$ cat src/rtl/sift_pkg.sv
// Shared definitions for the SIFT octave pipeline (blur and downsample stages).
package sift_pkg;

  typedef enum logic [1:0] {
    IDLE  = 2'd0,
    ISSUE = 2'd1,
    DRAIN = 2'd2,
    DONE  = 2'd3
  } ds_state_t;

  // Cycles from a read address being presented to its data on the BRAM output.
  localparam int unsigned BRAM_READ_LATENCY = 2;

  localparam int DS_MODE_AVG      = 0;
  localparam int DS_MODE_DECIMATE = 1;

endpackage

$ cat src/rtl/box2x2_accum.sv
// Reduces the four pixels of a 2x2 block (phases 0..3) to one output pixel,
// either as a rounded average or by keeping the phase-0 pixel.
module box2x2_accum
  import sift_pkg::*;
#(
  parameter int BIT_DEPTH = 8,
  parameter int MODE      = DS_MODE_AVG
) (
  input  logic                 clk_in,
  input  logic                 rst_in,
  input  logic [BIT_DEPTH-1:0] pixel_i,
  input  logic [1:0]           phase_i,
  input  logic                 valid_i,
  output logic [BIT_DEPTH-1:0] result_o,
  output logic                 result_valid_o
);

  localparam int AW = BIT_DEPTH + 2;

  logic [AW-1:0]        acc_q, acc_d;
  logic [BIT_DEPTH-1:0] result_q, result_d;
  logic                 result_valid_q, result_valid_d;

  // Load on phase 0, accumulate on later phases, emit the reduced pixel on phase 3.
  always_comb begin
    acc_d          = acc_q;
    result_d       = result_q;
    result_valid_d = 1'b0;
    if (valid_i) begin
      if (phase_i == 2'd0) begin
        acc_d = AW'(pixel_i);
      end else if (MODE == DS_MODE_AVG) begin
        acc_d = acc_q + AW'(pixel_i);
      end
      if (phase_i == 2'd3) begin
        result_valid_d = 1'b1;
        if (MODE == DS_MODE_AVG) begin
          result_d = BIT_DEPTH'((acc_d + AW'(2)) >> 2);
        end else begin
          result_d = acc_d[BIT_DEPTH-1:0];
        end
      end
    end
  end

  // Accumulator and result registers; the result holds between blocks.
  always_ff @(posedge clk_in or negedge rst_in) begin
    if (!rst_in) begin
      acc_q          <= '0;
      result_q       <= '0;
      result_valid_q <= 1'b0;
    end else begin
      acc_q          <= acc_d;
      result_q       <= result_d;
      result_valid_q <= result_valid_d;
    end
  end

  assign result_o       = result_q;
  assign result_valid_o = result_valid_q;

endmodule

$ cat src/rtl/downsample_img.sv
// Octave reduction: reads a WIDTH x HEIGHT image in 2x2 block-major order and
// writes a (WIDTH/2) x (HEIGHT/2) image, one output pixel every four cycles.
module downsample_img
  import sift_pkg::*;
#(
  parameter int BIT_DEPTH = 8,
  parameter int WIDTH     = 64,
  parameter int HEIGHT    = 64,
  parameter int MODE      = DS_MODE_AVG
) (
  input  logic                                clk_in,
  input  logic                                rst_in,
  input  logic                                start_in,
  output logic [$clog2(WIDTH*HEIGHT)-1:0]     ext_read_addr,
  output logic                                ext_read_addr_valid,
  input  logic [BIT_DEPTH-1:0]                ext_pixel_in,
  output logic [$clog2(WIDTH*HEIGHT/4)-1:0]   ext_write_addr,
  output logic                                ext_write_valid,
  output logic [BIT_DEPTH-1:0]                ext_pixel_out,
  output logic                                busy_out,
  output logic                                done_out
);

  localparam int RAW     = $clog2(WIDTH*HEIGHT);
  localparam int WAW     = $clog2(WIDTH*HEIGHT/4);
  localparam int OXW     = (WIDTH  > 2) ? $clog2(WIDTH/2)  : 1;
  localparam int OYW     = (HEIGHT > 2) ? $clog2(HEIGHT/2) : 1;
  localparam int OX_LAST = WIDTH/2 - 1;
  localparam int OY_LAST = HEIGHT/2 - 1;
  localparam int N_OUT   = WIDTH*HEIGHT/4;
  localparam int unsigned LAT = BRAM_READ_LATENCY;

  ds_state_t      state_q, state_d;
  logic [OXW-1:0] ox_q, ox_d;
  logic [OYW-1:0] oy_q, oy_d;
  logic [1:0]     ph_q, ph_d;
  logic           last_read;

  logic [RAW-1:0] rd_addr;
  logic [WAW-1:0] blk_waddr;

  logic           tag_v_q  [LAT];
  logic [1:0]     tag_ph_q [LAT];
  logic [WAW-1:0] tag_wa_q [LAT];

  logic [WAW-1:0] wr_addr_q, wr_addr_d;
  logic           wr_valid;
  logic [BIT_DEPTH-1:0] wr_pixel;

  // Source address of the current phase and destination address of the current block.
  always_comb begin
    rd_addr   = RAW'((2*int'(ox_q) + int'(ph_q[0])) + (2*int'(oy_q) + int'(ph_q[1])) * WIDTH);
    blk_waddr = WAW'(int'(ox_q) + int'(oy_q) * (WIDTH/2));
  end

  // Sequencer: issue one read per cycle in block-major order, then wait for the final write.
  always_comb begin
    state_d   = state_q;
    ox_d      = ox_q;
    oy_d      = oy_q;
    ph_d      = ph_q;
    last_read = (ph_q == 2'd3) && (ox_q == OXW'(OX_LAST)) && (oy_q == OYW'(OY_LAST));
    case (state_q)
      IDLE: begin
        if (start_in) begin
          state_d = ISSUE;
          ox_d    = '0;
          oy_d    = '0;
          ph_d    = '0;
        end
      end
      ISSUE: begin
        ph_d = ph_q + 2'd1;
        if (ph_q == 2'd3) begin
          if (ox_q == OXW'(OX_LAST)) begin
            ox_d = '0;
            oy_d = (oy_q == OYW'(OY_LAST)) ? '0 : oy_q + OYW'(1);
          end else begin
            ox_d = ox_q + OXW'(1);
          end
        end
        if (last_read) state_d = DRAIN;
      end
      DRAIN: begin
        if (wr_valid && (wr_addr_q == WAW'(N_OUT-1))) state_d = DONE;
      end
      DONE:    state_d = IDLE;
      default: state_d = IDLE;
    endcase
  end

  // FSM and read-position registers.
  always_ff @(posedge clk_in or negedge rst_in) begin
    if (!rst_in) begin
      state_q <= IDLE;
      ox_q    <= '0;
      oy_q    <= '0;
      ph_q    <= '0;
    end else begin
      state_q <= state_d;
      ox_q    <= ox_d;
      oy_q    <= oy_d;
      ph_q    <= ph_d;
    end
  end

  // Tag pipeline: phase and output address travel alongside each outstanding read.
  always_ff @(posedge clk_in or negedge rst_in) begin
    if (!rst_in) begin
      for (int unsigned i = 0; i < LAT; i++) begin
        tag_v_q[i]  <= 1'b0;
        tag_ph_q[i] <= '0;
        tag_wa_q[i] <= '0;
      end
    end else begin
      tag_v_q[0]  <= ext_read_addr_valid;
      tag_ph_q[0] <= ph_q;
      tag_wa_q[0] <= blk_waddr;
      for (int unsigned i = 1; i < LAT; i++) begin
        tag_v_q[i]  <= tag_v_q[i-1];
        tag_ph_q[i] <= tag_ph_q[i-1];
        tag_wa_q[i] <= tag_wa_q[i-1];
      end
    end
  end

  // Capture the destination address in the same cycle the accumulator produces its result.
  always_comb begin
    wr_addr_d = wr_addr_q;
    if (tag_v_q[LAT-1] && (tag_ph_q[LAT-1] == 2'd3)) wr_addr_d = tag_wa_q[LAT-1];
  end

  // Registered write address.
  always_ff @(posedge clk_in or negedge rst_in) begin
    if (!rst_in) wr_addr_q <= '0;
    else         wr_addr_q <= wr_addr_d;
  end

  box2x2_accum #(
    .BIT_DEPTH (BIT_DEPTH),
    .MODE      (MODE)
  ) u_accum (
    .clk_in         (clk_in),
    .rst_in         (rst_in),
    .pixel_i        (ext_pixel_in),
    .phase_i        (tag_ph_q[LAT-1]),
    .valid_i        (tag_v_q[LAT-1]),
    .result_o       (wr_pixel),
    .result_valid_o (wr_valid)
  );

  assign ext_read_addr       = rd_addr;
  assign ext_read_addr_valid = (state_q == ISSUE);
  assign ext_write_addr      = wr_addr_q;
  assign ext_write_valid     = wr_valid;
  assign ext_pixel_out       = wr_pixel;
  assign busy_out            = (state_q != IDLE);
  assign done_out            = (state_q == DONE);

endmodule

$ cat config.mk
export PLATFORM = sky130hd
export DESIGN_NAME = downsample_img
export DESIGN_NICKNAME = d
export VERILOG_FILES = /design/src/rtl/sift_pkg.sv /design/src/rtl/box2x2_accum.sv /design/src/rtl/downsample_img.sv
export SDC_FILE = /design/constraint.sdc
export NUM_CORES = 1
export LEC_CHECK = 0
export CAP_MARGIN = 10
export CORE_AREA = 4 4 67 131
export DETAILED_ROUTE_END_ITERATION = 12
export DIE_AREA = 0 0 71 135
export DONT_BUFFER_PORTS = 1
export GPL_TIMING_DRIVEN = 0
export PLACE_DENSITY = 0.6
export SLEW_MARGIN = 20
export SYNTH_ARGS = -nofsm -noshare
export SYNTH_HDL_FRONTEND = slang
export SYNTH_SLANG_ARGS = --single-unit
$ cat constraint.sdc
create_clock -name clk_in -period 4.3 [get_ports clk_in]
set_input_delay 0 -clock clk_in [delete_from_list [all_inputs] [get_ports clk_in]]
set_output_delay 0 -clock clk_in [all_outputs]
set_load 0.01 [all_outputs]
# --- Word-level counts from Yosys, hierarchy flattened ---
# Index checks and enable logic that the tools add are counted.
classes:
  n_addsub: 9
  eq_ne: 13
  mux: 18
  reduce_logical: 13
ops:
  columns: ["operator", "count"]
  rows:
  - ["5-bit 2-to-1 mux", 6]
  - ["10-bit 2-to-1 mux", 2]
  - ["5-bit case mux with 2 select lines", 2]
  - ["7-bit by 12-bit adder with 12-bit output", 1]
  - ["10-bit by 2-bit adder with 10-bit output, second input constant", 1]
  - ["10-bit by 8-bit adder with 10-bit output", 1]
  - ["5-bit by 1-bit adder with 5-bit output, second input constant", 2]
  - ["5-bit by 10-bit adder with 10-bit output", 1]
  - ["10-bit equality test, second input constant", 1]
  - ["5-bit equality test, second input constant", 2]
  - ["2-bit equality test, second input constant", 4]
  - ["2-bit 2-to-1 mux", 4]
  - ["2-bit case mux with 4 select lines", 1]
  - ["6-bit by 1-bit adder with 7-bit output", 1]
  - ["6-bit by 1-bit adder with 6-bit output", 1]
  - ["2-bit by 1-bit != test with 1-bit output, second input constant", 3]
  - ["3-bit AND reduction", 2]
  - ["1-bit logical AND", 4]
  - ["2-bit logical NOT", 2]
  - ["2-bit != test, second input constant", 2]
  - ["2-bit case mux with 2 select lines", 1]
  - ["2-bit AND reduction", 2]
  - ["4-bit AND reduction", 1]
  - ["2-bit nonzero test", 2]
  - ["other kinds (3)", 4]
totals:
  ff_bits: 69
  in_bits: 11
  output_inout_bits: 34
  elab_cells: 67

# --- Logic depth before layout (Yosys ltp) ---
# Gate-level depths: netlist (run 1).
depth:
  depth_word: 5
  depth_mapped: 9
  depth_no_buf: 9

# --- Hierarchy ---
# A second synthesis (run 1) with hierarchy kept.
unflattened:
  cells_unflattened: 282
  hier_area_um2: 3330.7
by_module_without_submodules:
  columns: ["module", "instances", "cells_each", "area_each_um2", "seq_area_each_um2"]
  rows:
  - ["downsample_img", 1, 134, 1881.8, 1251.2]
  - ["box2x2_accum", 1, 148, 1448.9, 475.5]

# --- Worst setup path after synthesis (run 1) ---
# No wires, ideal clock.
synth_path:
  path_type: "flip-flop to flip-flop"
  from: "register u_accum.acc_q[0]"
  to: "register u_accum.result_q[7], in the netlist u_accum.result_o[7]"
  setup_time_ns: 0.132
  arrival_ns: 2.341
  t_required_ns: 4.168
  slack_ns: 1.827
  stages_incl_launch_ff: 10
  n_path_buf: 0
  period_less_slack_ns: 2.473
  cell_sequence: "dfrtp_1 ha_1 fa_1 a211oi_1 o211ai_1 a2111oi_4 nor2_2 nor4_4 xnor2_1 o21ai_1"
synth_between:
  elab_chain_cells: 4
synth_rtl:
  columns: ["element", "line_no", "source"]
  rows:
  - ["start: declaration", "box2x2_accum.sv:20", "logic [AW-1:0] acc_q, acc_d;"]
  - ["start signal: assignment", "box2x2_accum.sv:49", "acc_q <= '0;"]
  - ["start signal: assignment", "box2x2_accum.sv:53", "acc_q <= acc_d;"]
  - ["10-bit by 8-bit adder with 10-bit output", "box2x2_accum.sv:33", "acc_d = acc_q + AW'(pixel_i);"]
  - ["10-bit 2-to-1 mux", "box2x2_accum.sv:30", "if (phase_i == 2'd0) begin"]
  - ["10-bit 2-to-1 mux", "box2x2_accum.sv:29", "if (valid_i) begin"]
  - ["10-bit by 2-bit adder with 10-bit output", "box2x2_accum.sv:38", "result_d = BIT_DEPTH'((acc_d + AW'(2)) >> 2);"]
  - ["end signal: assignment", "box2x2_accum.sv:54", "result_q <= result_d;"]
  - ["end: declaration", "box2x2_accum.sv:21", "logic [BIT_DEPTH-1:0] result_q, result_d;"]
# No other way between the ends. The select of a mux whose other input is x is not followed.
# A chain may end at the register's enable or synchronous reset.

# --- Worst setup path in the final report (run 1) ---
# Ends and elaborated chain as after synthesis.

==> results.json, run 1 <==
{
  "status": "complete, no violations",
  "clk_pin_slew_ns": 0.05,
  "worstSetupPathType": "flip-flop to flip-flop",
  "finalMaxSlewViolations": 0,
  "syn_area_per_cell_um2": 11.4,
  "rsz0062_at_grt": "false",
  "crit_family": "compound AO/OA/AOI/OAI gates",
  "synth.largest_area_cell": "dfrtp_1",
  "whs_ns": 0.0146,
  "clk_path_buf_depth": 2,
  "final_nets": 337,
  "grt_max_degree": 70,
  "routabilityCongestion": 0.830,
  "finalHoldViolCount": 0,
  "yosysSeqAreaShare": 0.525,
  "synthCells": 290,
  "nFillCells": 750,
  "maxSlewHeadroom": 0.636,
  "multiInputGateArea_um2": 1500,
  "ir_drop_uv": 278,
  "clk_latency_ns": 0.32,
  "cts-root-buf": "clkbuf_16",
  "routedWlPerCell_um": 17.0,
  "post_cts_buffers": 0,
  "crit_fanout": 3,
  "yosysMostFrequentCell": "dfrtp_1",
  "cts_tree": "done",
  "fin_util": 0.480,
  "cp_num_buf_inv": 0,
  "fmax_mhz": 362,
  "synth_area_um2": 3290,
  "drt_wl_total_um": 6920,
  "finalCritPeriodShare": 0.643,
  "yosys_warnings": 0,
  "areaGrowthSynthToFinish_pct": 14.2,
  "coreArea_um2": 7830,
  "clock-sinks": 69,
  "worstPathRequired_ns": 4.49,
  "holdBufCountCts": 5,
  "startpoint_type": "flip-flop",
  "synthTopCellsByCount": "69 x dfrtp_1, 30 x nand2_1, 19 x ha_1",
  "drtIter0Drc": 147,
  "dp_hpwl_um": 5000,
  "crit_start": "u_accum.acc_q[0]",
  "via_count": 2252,
  "regArea_um2": 1730,
  "syn_nets": 321,
  "setup_viol": 0,
  "worstPathCellList": "ha_1, fa_1, a211oi_1, o211ai_1, a2111oi_4, nor2_2, nor4_4, xnor2_1, o21ai_1",
  "yosysTopAreaCellShare": 0.525,
  "synthFlopType": "dfrtp_1",
  "grt_usage": 0.157,
  "end_kind": "flip-flop",
  "place.port_buffers": 0,
  "cts_resized": 0,
  "firstDrtPassIters": 4,
  "fin_setup_tns_ns": 0,
  "p_leak_nw": 1.75,
  "first_global_vias": 2383,
  "synth_edf_count": 0,
  "antenna-diode-count": 0,
  "avgViaCountPerCell": 5.53,
  "dieArea_um2": 9590,
  "min_path_type": "input pin to flip-flop",
  "async_flop_share": 1.00,
  "power_density_nw_per_um2": 795,
  "die_width_um": 71,
  "maxCapViolCount": 0,
  "grt_pass1_wl_um": 11900,
  "antenna_found_initial": 0,
  "r2r-start": "u_accum.acc_q[0]",
  "crit_arrival_ns": 2.96,
  "synth.area.top_cells": "dfrtp_1 52%, ha_1 7.2%, mux2_2 6.2%",
  "ys_ff_latch": 69,
  "finalCriticalPeriod_ns": 2.77,
  "cts.htree.levels": 3,
  "ys_types": 56,
  "finClkSkew_ns": 0.00280,
  "slowest_delay_ns": 0.46,
  "drc_errors": 0,
  "crit_slowest_cell": "fa_1",
  "drtAntennaViolNets": 0,
  "cts_buffers": 9,
  "placementRows": 46,
  "start_util": 0.421,
  "hp-start": "ext_pixel_in[0]",
  "io_pins": 45,
  "die_h_um": 135,
  "overflow": 0,
  "drive_above_1_share": 0.154,
  "worst_pin_slew_ns": 0.546
}
==> power by group <==
| group | switching, mW | leakage (nW) | internal (mW) |
|---|---|---|---|
| registers | 0.224 | 0.899 | 0.871 |
| clock network | 0.254 | 0.138 | 0.418 |
| logic | 0.713 | 0.710 | 0.508 |
==> metrics by stage <==
stage / cells / total power [mW] / setup WS [ns] / instance area, um2
final: 407 / 2.99 / 1.53 / 3760
after global routing: 407 / 3.21 / 1.38 / 3760
after CTS: 407 / 3.02 / 1.55 / 3760
after detailed placement: 386 / 2.30 / 1.59 / 3410
after global placement: 386 / 2.24 / 1.64 / 3410
after floorplan: 290 / 2.00 / 1.83 / 3290
==> kinds of logic (layout without fill, tap and decap cells) <==
group	count (synthesis)	in the layout	share of synthesized area
buf+inv	17	38	0.0201
mux	22	22	0.0737
simple gates	89	89	0.140
compound gates	60	60	0.129
flops	69	69	0.525
xor+xnor	13	13	0.0346
fa+ha+maj	20	20	0.0783
==> final cells by class <==
| cell class | count | area share |
|---|---|---|
| sequential | 69 | 0.459 |
| multi-input combinational | 204 | 0.399 |
| buffer | 7 | 0.00766 |
| inverter | 10 | 0.00999 |
| clock inverter | 4 | 0.00599 |
| clock buffer | 12 | 0.0682 |
| tap | 96 | 0.0320 |
| timing repair buffer | 5 | 0.0180 |
==> placed cells by master, fill, tap and decap left out, drive strengths merged, types with 4 or more instances in the layout <==
master and n:
ha 19, clkbuf 17, o21ai 22, nand4 4, dfrtp 69, mux2 18
xor2 4, dlygate4sd3 4, and3 4, nor2 19, xnor2 9, a31oi 4
inv 10, nand2 30, mux2i 4, a21oi 8, nand3 11
==> per-layer routing <==
layer / GRT usage / wire length [um] / vias up
met1: 0.193 / 2930 / 1108
met2: 0.255 / 3500 / 59
met5: 0 / 0 / -
met4: 0.0680 / 119 / 0
li1: - / - / 1073
met3: 0.0417 / 377 / 12
==> worst paths after layout <==
check                                      endpoint  slack [ns]  depth (start not counted)
worst min register to register          tag_wa_q[8]        0.34                          0
worst max register to register  u_accum.result_o[7]        1.53                          9
min in group asynchronous          u_accum.acc_q[0]        0.24                          2
worst min-delay path               u_accum.acc_q[0]        0.01                          3
max in group asynchronous         ext_write_addr[3]        3.77                          2
worst max-delay path            u_accum.result_o[7]        1.53                          9
==> worst register-to-register path, delay by kind of cell, from the launching register on <==
kind | cells | cell delay (ns)
adders and majority gates | 2 | 0.69
AOI/OAI and AO/OA | 4 | 1.03
and+or+nand+nor | 2 | 0.39
xor gates and xnor gates | 1 | 0.15
DFF | 1 | 0.38
==> sequential cells by signal, indices dropped and copies added (netlist names) <==
name	count
ox_q	5
tag_wa_q	20
state_q	2
ext_write_addr	10
u_accum.result_o	8
oy_q	5
tag_v_q	2
ph_q	2
tag_ph_q	4
u_accum.result_valid_o	1
u_accum.acc_q	10
Power figures use the tool's default switching activity.
==> run 2, diff against run 1 <==
--- a/config.mk
+++ b/config.mk
@@ -5,13 +5,14 @@
 export SDC_FILE = /design/constraint.sdc
 export NUM_CORES = 1
 export LEC_CHECK = 0
+export ABC_AREA = 1
 export CAP_MARGIN = 10
 export CORE_AREA = 4 4 67 131
 export DETAILED_ROUTE_END_ITERATION = 12
 export DIE_AREA = 0 0 71 135
 export DONT_BUFFER_PORTS = 1
 export GPL_TIMING_DRIVEN = 0
-export PLACE_DENSITY = 0.6
+export PLACE_DENSITY = 0.61
 export SLEW_MARGIN = 20
 export SYNTH_ARGS = -nofsm -noshare
 export SYNTH_HDL_FRONTEND = slang
==> constraint.sdc (replaced) <==
create_clock -name clk_in -period 2.25 [get_ports clk_in]
set_input_delay 0 -clock clk_in [delete_from_list [all_inputs] [get_ports clk_in]]
set_output_delay 0 -clock clk_in [all_outputs]
set_load 0.01 [all_outputs]
==> run 2 against run 1 <==
Effect of this change: critical path depth grew 4; clock-buffer cell count shrank 2; global-route usage shrank 0.77 points; maximum frequency grew 28%; power grew 88%; clock power grew 99%; core utilization grew 1.2 points; largest cell class unchanged; register-to-register slack lost 1.4 ns; die area is the same; synthesized cell count grew 26%; clock skew grew 0.0028 ns.
==> results.json, run 2 <==
{
  "status": "complete, no violations",
  "fmax_mhz": 464,
  "place.port_buffers": 0,
  "yosys.area_share.xor_xnor": 0.00536,
  "yosysSeqAreaShare": 0.529,
  "layout_common_cells": "91 x nand2_1, 69 x dfrtp_1, 42 x inv_1",
  "finalCritPeriodShare": 0.958,
  "ys_ff_latch": 69,
  "synthAdderAreaFrac": 0.0789,
  "synth_area_um2": 3270,
  "yosys.area_share.simple": 0.234,
  "cts_tree": "done",
  "grt_pass1_wl_um": 11300,
  "areaGrowthSynthToFinish_pct": 18.0,
  "syn_nets": 397,
  "syn_area_per_cell_um2": 8.93,
  "synth.largest_area_cell": "dfrtp_1",
  "worst_pin_slew_ns": 0.474,
  "placed_cells": 462,
  "synth_top_family_by_area": "simple AND/OR/NAND/NOR gates",
  "firstDrtPassIters": 4,
  "placed_area_um2": 3390,
  "worstSetupPathType": "flip-flop to flip-flop",
  "yosys_warnings": 0,
  "largest_reg_flops": 20,
  "yosysMostFrequentCell": "nand2_1",
  "postLayoutCellArea_um2": 3850,
  "synthFlopType": "dfrtp_1",
  "first_global_vias": 2413,
  "finalMaxSlewViolations": 0,
  "clock-sinks": 69,
  "power_density_nw_per_um2": 1460,
  "clk_pin_slew_ns": 0.05,
  "ys_types": 33,
  "finalCriticalPeriod_ns": 2.16,
  "synth_compound_gate_area_share": 0.0912,
  "end_kind": "flip-flop",
  "drtAntennaViolNets": 0,
  "synthTopCellsByCount": "96 x nand2_1, 69 x dfrtp_1, 43 x inv_1",
  "cts.htree.levels": 3,
  "io_pins": 45,
  "p_leak_nw": 1.89,
  "grt_max_degree": 70,
  "drc_errors": 0,
  "finClkSkew_ns": 0.00563,
  "avgViaCountPerCell": 4.99,
  "die_width_um": 71,
  "regMostFlops": "tag_wa_q",
  "dp_hpwl_um": 4890,
  "synth_edf_count": 0,
  "startpoint_type": "flip-flop",
  "synth.area.top_cells": "dfrtp_1 53%, nand2_1 11%, ha_1 7.3%",
  "synth_mux_area_frac": 0,
  "fin_setup_tns_ns": 0,
  "coreArea_um2": 7830,
  "stdcell_count": 486,
  "dieArea_um2": 9590,
  "clk_path_buf_depth": 2,
  "die_h_um": 135,
  "antenna-diode-count": 0,
  "min_path_type": "input pin to flip-flop",
  "finalHoldViolCount": 0,
  "start_util": 0.417,
  "drive_above_1_share": 0.133,
  "crit_arrival_ns": 2.42,
  "rsz0062_at_grt": "true",
  "placementRows": 46,
  "routabilityCongestion": 0.834,
  "drt_wl_total_um": 6700,
  "maxSlewHeadroom": 0.683,
  "clk_latency_ns": 0.32,
  "yosysTopAreaCellShare": 0.529,
  "routedWlPerCell_um": 13.8,
  "via_count": 2426,
  "grt_usage": 0.149,
  "async_flop_share": 1.00,
  "nFillCells": 776,
  "final_nets": 416,
  "cts_buffers": 9,
  "overflow": 0,
  "setup_viol": 0,
  "ir_drop_uv": 951,
  "drtIter0Drc": 135,
  "final_common_cell": "nand2_1",
  "crit_fanout": 3,
  "worstPathRequired_ns": 2.51,
  "cts-root-buf": "clkbuf_16",
  "synthCells": 366,
  "maxCapViolCount": 0,
  "antenna_found_initial": 0
}
## run 2: cell types whose count changed in the layout (fill, tap and decap cells not counted), sizes merged, moves of 10 or more
cell   before  now
inv        10   46
nand2      30   98
nand3      11   28
o21ai      22   32
mux2       18    0
## run 2: metrics by stage
stage	hold WS, ns	worst slack, ns	utilization	power [mW]
6_report	0.0129	0.0942	0.492	5.63
3_5_place_dp	-0.293	-0.0553	0.433	4.05
3_3_place_gp	-0.294	-0.0468	0.433	3.95
5_1_grt	0.0255	-0.0596	0.492	6.13
2_1_floorplan	-0.296	0.160	-	3.55
4_1_cts	0.00615	0.0101	0.482	5.50
## run 2: cell type report
cell class | instances | area [um2] | area share
clock inverters | 6 | 63.8 | 0.0166
plain buffers | 5 | 27.5 | 0.00714
clock buffers | 10 | 229 | 0.0594
flip-flops and latches | 69 | 1730 | 0.448
well taps | 96 | 120 | 0.0312
inverters | 46 | 175 | 0.0454
repair buffers | 8 | 90.1 | 0.0234
multi-input cells | 246 | 1420 | 0.369
## run 2: logic make-up (layout without fill, tap and decap cells)
| group | count (synthesis) | in the layout |
|---|---|---|
| AND/OR/NAND/NOR | 172 | 172 |
| AO/OA/AOI/OAI | 52 | 52 |
| flip-flops | 69 | 69 |
| XOR/XNOR | 2 | 2 |
| buffers and inverters | 51 | 75 |
| adder cells (fa/ha/maj) | 20 | 20 |
## run 2: worst max-delay path, cell delays in order (launching register included)
cell and delay [ns]:
dfrtp_1 0.40, ha_4 0.18, fa_2 0.52, nand2_1 0.08, nand2_2 0.07, ha_2 0.20
nand3_4 0.09, inv_1 0.09, nand2_1 0.06, nor2_2 0.12, nand3_1 0.08, nand2_1 0.07
nand3_1 0.07, nand2_1 0.06
## run 2: worst paths after layout
path | endpoint | cells after the start | startpoint | slack [ns]
setup / recovery | u_accum.result_o[7] | 13 | u_accum.acc_q[0] | 0.09
hold / removal | u_accum.result_o[5] | 4 | ext_pixel_in[7] | 0.01
setup reg to reg | u_accum.result_o[7] | 13 | u_accum.acc_q[0] | 0.09
hold reg to reg | tag_wa_q[5] | 0 | tag_wa_q[15] | 0.34
max in group asynchronous | u_accum.result_o[0] | 2 | rst_in | 1.74
min in group asynchronous | u_accum.acc_q[6] | 2 | rst_in | 0.22
## run 2: what timing repair did
| item | CTS | global route |
|---|---|---|
| gates cloned | 0 | 0 |
| hold endpoints to repair | 73 | 0 |
| endpoints found under the setup margin | 2 | 6 |
| hold buffers | 5 | 0 |
| gates resized for setup | 3 | 19 |
| setup buffers | 2 | 1 |
| pin swaps | 4 | 9 |
## run 2: per-layer routing
layer | share of wire | GRT usage | wire length, um | vias to the layer above
met1 | 0.42 | 0.182 | 2800 | 1133
met3 | 0.067 | 0.0544 | 447 | 11
li1 | - | - | - | 1225
met2 | 0.50 | 0.236 | 3330 | 57
met4 | 0.019 | 0.0617 | 128 | 0
met5 | 0 | 0 | 0 | -
## run 2: where the power goes
part / total, mW / switching (mW) / internal, mW
Combinational: 2.27 / 1.47 / 0.807
Sequential: 2.01 / 0.377 / 1.63
Clock: 1.34 / 0.491 / 0.854
Total: 5.63 / 2.33 / 3.29
==> run 3, diff against run 2 <==
--- a/config.mk
+++ b/config.mk
@@ -13,6 +13,7 @@
 export DONT_BUFFER_PORTS = 1
 export GPL_TIMING_DRIVEN = 0
 export PLACE_DENSITY = 0.61
+export REMOVE_ABC_BUFFERS = 1
 export SLEW_MARGIN = 20
 export SYNTH_ARGS = -nofsm -noshare
 export SYNTH_HDL_FRONTEND = slang
==> run 3 against run 2 <==
Effect of this change: sequential cell count unchanged; final cell count decreased by 0.62%; register-to-register slack got worse by 0.07 ns; global-route usage increased by 0.69 points.
==> results.json, run 3 (synthesis results as in run 2) <==
{
  "regMostFlops": "tag_wa_q",
  "crit_arrival_ns": 2.44,
  "avgViaCountPerCell": 5.06,
  "worstSetupPathType": "flip-flop to flip-flop",
  "placed_area_um2": 3370,
  "dieArea_um2": 9590,
  "status": "complete, no violations",
  "routedWlPerCell_um": 14.7,
  "drtAntennaViolNets": 0,
  "ir_drop_uv": 695,
  "worst_pin_slew_ns": 0.893,
  "r2r-start": "u_accum.acc_q[0]",
  "setup_ws_ns": 0.0264,
  "finalCriticalPeriod_ns": 2.22,
  "setup_viol": 0,
  "drc_errors": 0,
  "cts_buffers": 9,
  "drt_wl_total_um": 7090,
  "routabilityCongestion": 0.849,
  "worstPathRequired_ns": 2.47,
  "worstPathCellList": "ha_4, fa_2, nand2_1, nand2_2, ha_2, nand3_4, nor2_4, nand2_2, nor2_4, nand3_1, nand3_1, nand2_1",
  "hp-start": "ext_pixel_in[0]",
  "first_global_vias": 2463,
  "maxCapViolCount": 0,
  "areaGrowthSynthToFinish_pct": 17.7,
  "finalMaxSlewViolations": 0,
  "layout_common_cells": "89 x nand2_1, 69 x dfrtp_1, 41 x inv_1",
  "p_leak_nw": 1.88,
  "clk_pin_slew_ns": 0.05,
  "place.port_buffers": 0,
  "coreArea_um2": 7830,
  "dp_hpwl_um": 4700,
  "antenna_found_initial": 0,
  "clk_path_buf_depth": 2,
  "crit_slowest_cell": "fa_2",
  "cts-root-buf": "clkbuf_16",
  "grt_usage": 0.156,
  "via_count": 2444,
  "rsz0062_at_grt": "true",
  "worst-r2r-cell-count": 12,
  "whs_ns": 0.0202,
  "r2r_setup_slack_ns": 0.03,
  "final_common_cell": "nand2_1",
  "maxSlewHeadroom": 0.401,
  "die_width_um": 71,
  "min_to": "u_accum.acc_q[0]",
  "clk_latency_ns": 0.33,
  "final_nets": 415,
  "startpoint_type": "flip-flop",
  "dp_worst_setup_slack_ns": -0.124,
  "placementRows": 46,
  "firstDrtPassIters": 6,
  "clock-sinks": 69,
  "cts_tree": "done",
  "io_pins": 45,
  "min_path_cells": 3,
  "largest_reg_flops": 20,
  "postLayoutCellArea_um2": 3850,
  "finalCritPeriodShare": 0.988,
  "crit_fanout": 2,
  "die_h_um": 135,
  "drive_above_1_share": 0.145,
  "grt_max_degree": 70,
  "grt_pass1_wl_um": 11700,
  "min_path_type": "input pin to flip-flop",
  "antenna-diode-count": 0,
  "drtIter0Drc": 120,
  "cts.htree.levels": 3,
  "end_kind": "flip-flop",
  "crit-reg2reg-capture": "u_accum.result_o[7]",
  "fmax_mhz": 450,
  "power_density_nw_per_um2": 1440,
  "overflow": 0,
  "start_util": 0.417,
  "finClkSkew_ns": 0.00432,
  "slowest_delay_ns": 0.52,
  "finalHoldViolCount": 0
}
run 3: cell types whose count changed in the layout (fill, tap and decap cells not counted), sizes merged:
cell	change
bufinv	-1
clkbuf	-4
dlygate4sd3	+1
nor3	+1
run 3: power by group:
group / switching [mW] / leakage [nW] / internal (mW) / total, mW
clock network: 0.499 / 0.123 / 0.725 / 1.22
logic: 1.51 / 0.851 / 0.811 / 2.32
registers: 0.374 / 0.906 / 1.63 / 2.01
run 3: final cells by class:
class                   instances  area, um2
well taps                      96        120
clock inverters                 5       30.0
clock buffers                   9        225
multi-input cells             247       1450
flip-flops and latches         69       1730
inverters                      46        178
fillers                       780       3980
repair buffers                 11        115
run 3: worst max-delay path: cells and delay by family, from the launching register on:
family,cells,cell delay (ns)
DFF,1,0.40
and+or+nand+nor,9,0.81
adders and majority gates,3,0.91
run 3: how the worst max path moves through the flow:
| stage | slack (ns) | cells past startpoint | from | end |
|---|---|---|---|---|
| after CTS | -0.02 | 12 | u_accum.acc_q[0] | u_accum.result_o[7] |
| after detailed placement | -0.12 | 13 | u_accum.acc_q[0] | u_accum.result_o[7] |
| after global routing | -0.10 | 13 | u_accum.acc_q[0] | u_accum.result_o[7] |
| final | 0.03 | 12 | u_accum.acc_q[0] | u_accum.result_o[7] |
| after global placement | -0.46 | 4 | tag_v_q[0] | u_accum.result_o[3] |
| after floorplan | 0.15 | 13 | u_accum.acc_q[0] | u_accum.result_o[7] |
run 3: metal layers:
metal	vias up	part of all wire	GRT usage
met5	-	0	0
met4	0	0.017	0.0533
met1	1162	0.42	0.191
met3	10	0.064	0.0589
li1	1222	-	-
met2	50	0.50	0.250
run 3: what timing repair did:
item                                    in CTS  in global routing
endpoints found under the setup margin       4                 10
pin swaps                                    4                 10
setup buffers                                2                  3
hold buffers                                 6                  0
endpoints found under the hold margin       74                  0
cloned                                       1                  0
resized for setup                            4                 25
run 3: metrics by stage:
| stage | power [mW] | util | std cells | setup TNS [ns] |
|---|---|---|---|---|
| detailed placement | 3.99 | 0.430 | 457 | -0.311 |
| global placement | 3.90 | 0.429 | 457 | -3.73 |
| floorplan | 3.51 | - | 361 | 0 |
| global route | 6.05 | 0.491 | 483 | -0.244 |
| finish | 5.55 | 0.491 | 483 | 0 |
| CTS | 5.35 | 0.477 | 480 | -0.0174 |
